### src/rtl/level2pulse.sv
// level2pulse
// -----------
// Turns per-channel activity levels (for example tree-engine busy lines)
// into same-cycle start/end pulses. It also measures every high interval
// and queues one (channel, duration) record per finished interval on a
// valid/ready report stream.
//
// Ports
//   clk            rising-edge clock for all state
//   rst            synchronous active-high reset; discards every interval,
//                  pending record and queued record
//   level_i        per-channel activity level
//   start_pulse_o  one-cycle pulse in the cycle a level rises (combinational)
//   end_pulse_o    one-cycle pulse in the cycle a level falls (combinational)
//   evt_valid_o    report FIFO head is valid
//   evt_ready_i    consumer takes the head record
//   evt_ch_o       channel index of the head record
//   evt_cycles_o   high-interval length in cycles (saturating)
//   evt_sat_o      interval length saturated the counter
//   overflow_o     sticky: a finished interval was lost because its
//                  channel already held an unqueued record
//   clear_i        clears overflow_o (a drop in the same cycle wins)
module level2pulse #(
  parameter int NUM_CH     = 4,
  parameter int CNT_W      = 16,
  parameter int FIFO_DEPTH = 4,
  localparam int CH_W      = (NUM_CH > 1) ? $clog2(NUM_CH) : 1
) (
  input  logic              clk,
  input  logic              rst,
  input  logic [NUM_CH-1:0] level_i,
  output logic [NUM_CH-1:0] start_pulse_o,
  output logic [NUM_CH-1:0] end_pulse_o,
  output logic              evt_valid_o,
  input  logic              evt_ready_i,
  output logic [CH_W-1:0]   evt_ch_o,
  output logic [CNT_W-1:0]  evt_cycles_o,
  output logic              evt_sat_o,
  output logic              overflow_o,
  input  logic              clear_i
);

  localparam int AW = (FIFO_DEPTH > 1) ? $clog2(FIFO_DEPTH) : 1;
  localparam logic [CNT_W-1:0] CNT_MAX = {CNT_W{1'b1}};

  // Per-channel state
  logic [NUM_CH-1:0] r_prev;
  logic [CNT_W-1:0]  r_cnt     [NUM_CH];
  logic [NUM_CH-1:0] r_sat;
  logic [NUM_CH-1:0] r_pend;
  logic [CNT_W-1:0]  r_pendCnt [NUM_CH];
  logic [NUM_CH-1:0] r_pendSat;
  logic              r_overflow;

  // Report FIFO. The pointers carry one extra wrap bit so that full and
  // empty can be told apart.
  logic [CH_W-1:0]   r_fifoCh  [FIFO_DEPTH];
  logic [CNT_W-1:0]  r_fifoCnt [FIFO_DEPTH];
  logic              r_fifoSat [FIFO_DEPTH];
  logic [AW:0]       r_wrPtr;
  logic [AW:0]       r_rdPtr;

  logic [NUM_CH-1:0] w_rise;
  logic [NUM_CH-1:0] w_fall;
  logic [NUM_CH-1:0] w_pushMask;
  logic [CH_W-1:0]   w_pendSel;
  logic              w_anyPend;
  logic              w_empty;
  logic              w_full;
  logic              w_pop;
  logic              w_push;
  logic              w_drop;

  assign w_rise = level_i & ~r_prev;
  assign w_fall = ~level_i & r_prev;

  // Pulses are gated by rst so nothing escapes while the block is in reset.
  assign start_pulse_o = w_rise & {NUM_CH{~rst}};
  assign end_pulse_o   = w_fall & {NUM_CH{~rst}};

  assign w_empty = (r_wrPtr == r_rdPtr);
  assign w_full  = (r_wrPtr[AW] != r_rdPtr[AW]) &&
                   (r_wrPtr[AW-1:0] == r_rdPtr[AW-1:0]);
  assign w_pop   = ~w_empty & evt_ready_i & ~rst;

  // A full FIFO still takes a push when the head leaves in the same cycle.
  assign w_push  = w_anyPend & (~w_full | w_pop);

  // Fixed-priority arbiter. It walks from the highest channel down, so the
  // last hit is the lowest-index channel that has a pending record.
  always_comb begin
    w_pendSel  = '0;
    w_anyPend  = 1'b0;
    w_pushMask = '0;
    for (int i = NUM_CH - 1; i >= 0; i--) begin
      if (r_pend[i]) begin
        w_anyPend = 1'b1;
        w_pendSel = i[CH_W-1:0];
      end
    end
    if (w_push) begin
      w_pushMask[w_pendSel] = 1'b1;
    end
  end

  // A fall is dropped only if the channel's pending slot stays occupied.
  // A slot that is being pushed this cycle is free for the new record.
  assign w_drop = |(w_fall & r_pend & ~w_pushMask);

  // Per-channel interval measurement and the pending slot. The counter
  // restarts at 1 in the rise cycle, so it always equals the number of
  // cycles the level has been high. It freezes at its maximum and sets
  // the sat flag when it would overflow.
  always_ff @(posedge clk) begin
    if (rst) begin
      r_prev    <= '0;
      r_sat     <= '0;
      r_pend    <= '0;
      r_pendSat <= '0;
      for (int i = 0; i < NUM_CH; i++) begin
        r_cnt[i]     <= '0;
        r_pendCnt[i] <= '0;
      end
    end else begin
      r_prev <= level_i;
      for (int i = 0; i < NUM_CH; i++) begin
        if (w_rise[i]) begin
          r_cnt[i] <= CNT_W'(1);
          r_sat[i] <= 1'b0;
        end else if (level_i[i]) begin
          if (r_cnt[i] == CNT_MAX) begin
            r_sat[i] <= 1'b1;
          end else begin
            r_cnt[i] <= r_cnt[i] + CNT_W'(1);
          end
        end
        if (w_fall[i] && !(r_pend[i] && !w_pushMask[i])) begin
          r_pend[i]    <= 1'b1;
          r_pendCnt[i] <= r_cnt[i];
          r_pendSat[i] <= r_sat[i];
        end else if (w_pushMask[i]) begin
          r_pend[i] <= 1'b0;
        end
      end
    end
  end

  // Sticky overflow flag. A drop in the same cycle beats clear_i.
  always_ff @(posedge clk) begin
    if (rst) begin
      r_overflow <= 1'b0;
    end else if (w_drop) begin
      r_overflow <= 1'b1;
    end else if (clear_i) begin
      r_overflow <= 1'b0;
    end
  end

  assign overflow_o = r_overflow;

  // Report FIFO storage and pointers. A push and a pop in the same cycle
  // are independent, because each only moves its own pointer.
  always_ff @(posedge clk) begin
    if (rst) begin
      r_wrPtr <= '0;
      r_rdPtr <= '0;
      for (int k = 0; k < FIFO_DEPTH; k++) begin
        r_fifoCh[k]  <= '0;
        r_fifoCnt[k] <= '0;
        r_fifoSat[k] <= 1'b0;
      end
    end else begin
      if (w_push) begin
        r_fifoCh[r_wrPtr[AW-1:0]]  <= w_pendSel;
        r_fifoCnt[r_wrPtr[AW-1:0]] <= r_pendCnt[w_pendSel];
        r_fifoSat[r_wrPtr[AW-1:0]] <= r_pendSat[w_pendSel];
        r_wrPtr <= r_wrPtr + 1'b1;
      end
      if (w_pop) begin
        r_rdPtr <= r_rdPtr + 1'b1;
      end
    end
  end

  // Show-ahead head. The outputs read as zero while empty or in reset.
  always_comb begin
    evt_valid_o  = 1'b0;
    evt_ch_o     = '0;
    evt_cycles_o = '0;
    evt_sat_o    = 1'b0;
    if (!w_empty && !rst) begin
      evt_valid_o  = 1'b1;
      evt_ch_o     = r_fifoCh[r_rdPtr[AW-1:0]];
      evt_cycles_o = r_fifoCnt[r_rdPtr[AW-1:0]];
      evt_sat_o    = r_fifoSat[r_rdPtr[AW-1:0]];
    end
  end

endmodule
### config.mk
export PLATFORM = sky130hd
export DESIGN_NAME = level2pulse
export DESIGN_NICKNAME = d
export VERILOG_FILES = /design/src/rtl/level2pulse.sv
export SDC_FILE = /design/constraint.sdc
export NUM_CORES = 1
export LEC_CHECK = 0
export ABC_AREA = 1
export CORE_MARGIN = 2
export CORE_UTILIZATION = 29
export DETAILED_ROUTE_END_ITERATION = 7
export GPL_TIMING_DRIVEN = 1
export PLACE_DENSITY_LB_ADDON = 0.2
export SETUP_SLACK_MARGIN = 0.15
export SYNTH_ARGS = -nofsm -noshare
export SYNTH_HDL_FRONTEND = slang
export SYNTH_SLANG_ARGS = --single-unit
export TNS_END_PERCENT = 5
### constraint.sdc
create_clock -name clk -period 4.15 [get_ports clk]
set_clock_uncertainty 0.1 [all_clocks]
set_input_delay 0.6225 -clock clk [delete_from_list [all_inputs] [get_ports clk]]
set_output_delay 0.6225 -clock clk [all_outputs]
set_load 0.01 [all_outputs]
==> impl_metrics.yaml <==
power_and_ir_drop:
  leakage_nw: 4.56
  power_density_mw_per_mm2: 442
  irDropWorstVdd_uv: 293
placement:
  dp_cells: 1640
  place_congestion: 0.753
  io_buffers: 36
  placedInstanceArea_mm2: 0.0118
  place_ws_ns: 0.672
  hpwl_um: 18100
floorplanning:
  core.rowCount: 71
  die_h_um: 198
  io_pins: 37
  start_util_pct: 29.3
  die_w_um: 198
  die-area_mm2: 0.0394
  core_mm2: 0.0375
yosys:
  synth.area.top_cells: "edfxtp_1 (56%), nor2_1 (10%), dfxtp_1 (4.6%)"
  synthCells: 1117
  synth_area_mm2: 0.0110
  syn_area_per_cell_um2: 9.82
  ys_seq_elements: 229
  ys_warn_count: 0
  synth_cell_types: 38
  synth_seq_area_share_pct: 60.4
  synth_top_cell_area_share_pct: 55.9
  synth_nets: 1131
  synth_top_area_cell: "edfxtp_1"
  synthFlopType: "edfxtp_1"
  synth_edf_count: 204
  async_flop_share_pct: 0
sta:
  min_period_ns: 3.70
  max_freq_ghz: 0.271
  finalHoldViolations: 0
  slew_violations: 0
  timing.final.ws_setup_ns: 0.453
  setup_tns_ns: 0
  grt_setup_unrepaired: "false"
  relSlewSlack_pct: 46.9
  tightest_slew_ns: 0.794
  period_share_pct: 89.1
  setup_viol: 0
cells_and_area:
  final_nets: 1172
  fill_cells: 3876
  synthToLayoutAreaGrowth_pct: 15.3
  fin_util_pct: 33.7
  layout.cells.non_filler: 1687
  antenna_cells: 0
  final_layout_size_suffix_gt1_share_pct: 11.1
  finalInstanceArea_mm2: 0.0126
detailed_routing:
  num_vias: 7426
  drc: 0
  wirelength_um: 25300
  drt_pass1_iterations: 4
  wire_per_inst_um: 15.0
  ant_nets: 0
  dr.first_iter.drc_count: 398
  viasPerCell: 4.40
grt:
  overflow: 0
  antenna_found_initial: 0
  grt_max_degree: 40
  grt_pass1_wl_um: 40500
  track_usage_pct: 13.2
  grt_pass1_vias: 7350
clock_network:
  post-cts-setup-buffer-count: 0
  ctsHtreeMaxLevel: 1
  root_buffer: "clkbuf_16"
  numCtsBuffers: 27
  cts.sinks: 229
  clock_latency_ns: 0.54
  clk_pin_slew_ns: 0.06
  cts_buffer_depth: 3
  cts_tree: "done"
critical_path:
  worstSetupStartpointType: "flip-flop"
  end_kind: "output port"
  critical_path_class: "reg2out"
  crit_chain: "buf_4 -> clkinvlp_4 -> o21ai_0 -> a21oi_1 -> clkdlybuf4s50_1"
  required_ns: 3.43
  critical_path.max_stage_delay_ns: 0.63
  critPathArrivalTime_ns: 2.97
  cp_max_fo: 39
  crit_slowest_cell: "clkinvlp_4"
job:
  maxCapViolations: 0
min_path:
  hp-class: "reg2reg"
status:
  status: "completed"
[sequential cells by signal, indices dropped and copies added, names as in the netlist, named ones only]
signal,count
r_pendSat,4
r_wrPtr,3
overflow_o,1
r_sat,4
r_pend,4
r_prev,4
r_pendCnt,64
r_cnt,64
r_fifoCnt,64
r_fifoCh,8
r_rdPtr,3
r_fifoSat,4
[logic make-up after synthesis]
logic type,Yosys count,share of synthesized area [%]
compound gates,135,8.29
xor+xnor,25,2.00
fa+ha+maj,6,0.685
buf+inv,173,6.70
flops,229,60.4
simple gates,549,21.9
[cell usage in the layout, fill, tap and decap left out, types with 7 or more instances in the layout]
master	Yosys	routed
a211oi_2	15	15
a21oi_1	41	41
a22o_1	17	17
buf_4	4	13
clkbuf_1	12	7
clkbuf_16	0	27
clkdlybuf4s50_1	0	36
clkinv_1	2	9
dfxtp_1	25	25
edfxtp_1	204	204
inv_1	127	126
nand2_1	114	114
nand2_2	10	10
nand3_1	34	34
nand4_1	9	9
nor2_1	298	298
nor2_2	29	29
nor3_1	27	27
o21ai_0	48	48
xor2_1	25	25
[final cells by class]
| cell class | instances | area, um^2 | share of cell area [%] |
|---|---|---|---|
| repair buffers | 49 | 458 | 3.62 |
| clock inverters | 13 | 95.1 | 0.752 |
| clock buffers | 34 | 702 | 5.55 |
| multi-input cells | 715 | 3610 | 28.5 |
| inverters | 136 | 517 | 4.09 |
| flip-flops and latches | 229 | 6630 | 52.4 |
| well taps | 511 | 639 | 5.06 |
[critical path: cells and delay by family, from the launching register on]
kind | cells | cell delay (ns)
buffers and inverters | 3 | 1.49
AO/OA/AOI/OAI | 2 | 0.62
flip-flops | 1 | 0.30
[metrics by stage]
stage          power [mW]  hold WS [ns]
3_3_place_gp         3.47         0.362
5_1_grt              5.84         0.414
2_1_floorplan        3.24         0.340
6_report             5.59         0.368
4_1_cts              5.68         0.375
3_5_place_dp         3.48         0.367
[cells in the mapped netlist (5+ instances only)]
| library cell | instances |
|---|---|
| nor3_2 | 6 |
| a21oi_1 | 41 |
| o21ai_0 | 48 |
| nand2_1 | 114 |
| a22o_1 | 17 |
| nor2_1 | 298 |
| buf_2 | 12 |
| nor3_1 | 27 |
| buf_6 | 7 |
| dfxtp_1 | 25 |
| nor2_2 | 29 |
| inv_1 | 127 |
| clkbuf_1 | 12 |
| a211oi_2 | 15 |
| inv_2 | 6 |
| xor2_1 | 25 |
| nand4_1 | 9 |
| ha_1 | 6 |
| o31ai_1 | 5 |
| nor3b_1 | 5 |
| edfxtp_1 | 204 |
| nand3_1 | 34 |
| nand2_2 | 10 |
[worst paths after layout]
path	startpoint	end	slack, ns	cells after the start
max	flip-flop	evt_cycles_o[4]	0.45	5
min	r_sat[2]$_SDFFE_PP0P_	r_pendSat[2]$_SDFFE_PP0P_	0.37	2
max reg2reg	r_cnt[3][0]$_DFFE_PP_	r_cnt[3][4]$_SDFFCE_PN0P_	1.20	8
min reg2reg	r_sat[2]$_SDFFE_PP0P_	r_pendSat[2]$_SDFFE_PP0P_	0.37	2
[report_power, final]
| group | internal (mW) | switching [mW] |
|---|---|---|
| Sequential | 2.70 | 0.0821 |
| Combinational | 0.198 | 0.438 |
| Clock | 1.25 | 0.921 |
| Total | 4.15 | 1.44 |
[what timing repair did]
action,in CTS,in global routing
setup endpoints to repair,0,7
hold buffers,0,0
gates resized for setup,0,1
[per-layer routing]
layer | part of all wire [%] | GRT usage (%) | vias up
li1 | - | - | 3800
met1 | 50 | 18.6 | 3484
met2 | 45 | 21.4 | 101
met3 | 3.1 | 1.80 | 41
met4 | 2.1 | 3.07 | 0
met5 | 0 | 0 | -
No activity file was read; power rests on OpenSTA's default activity.
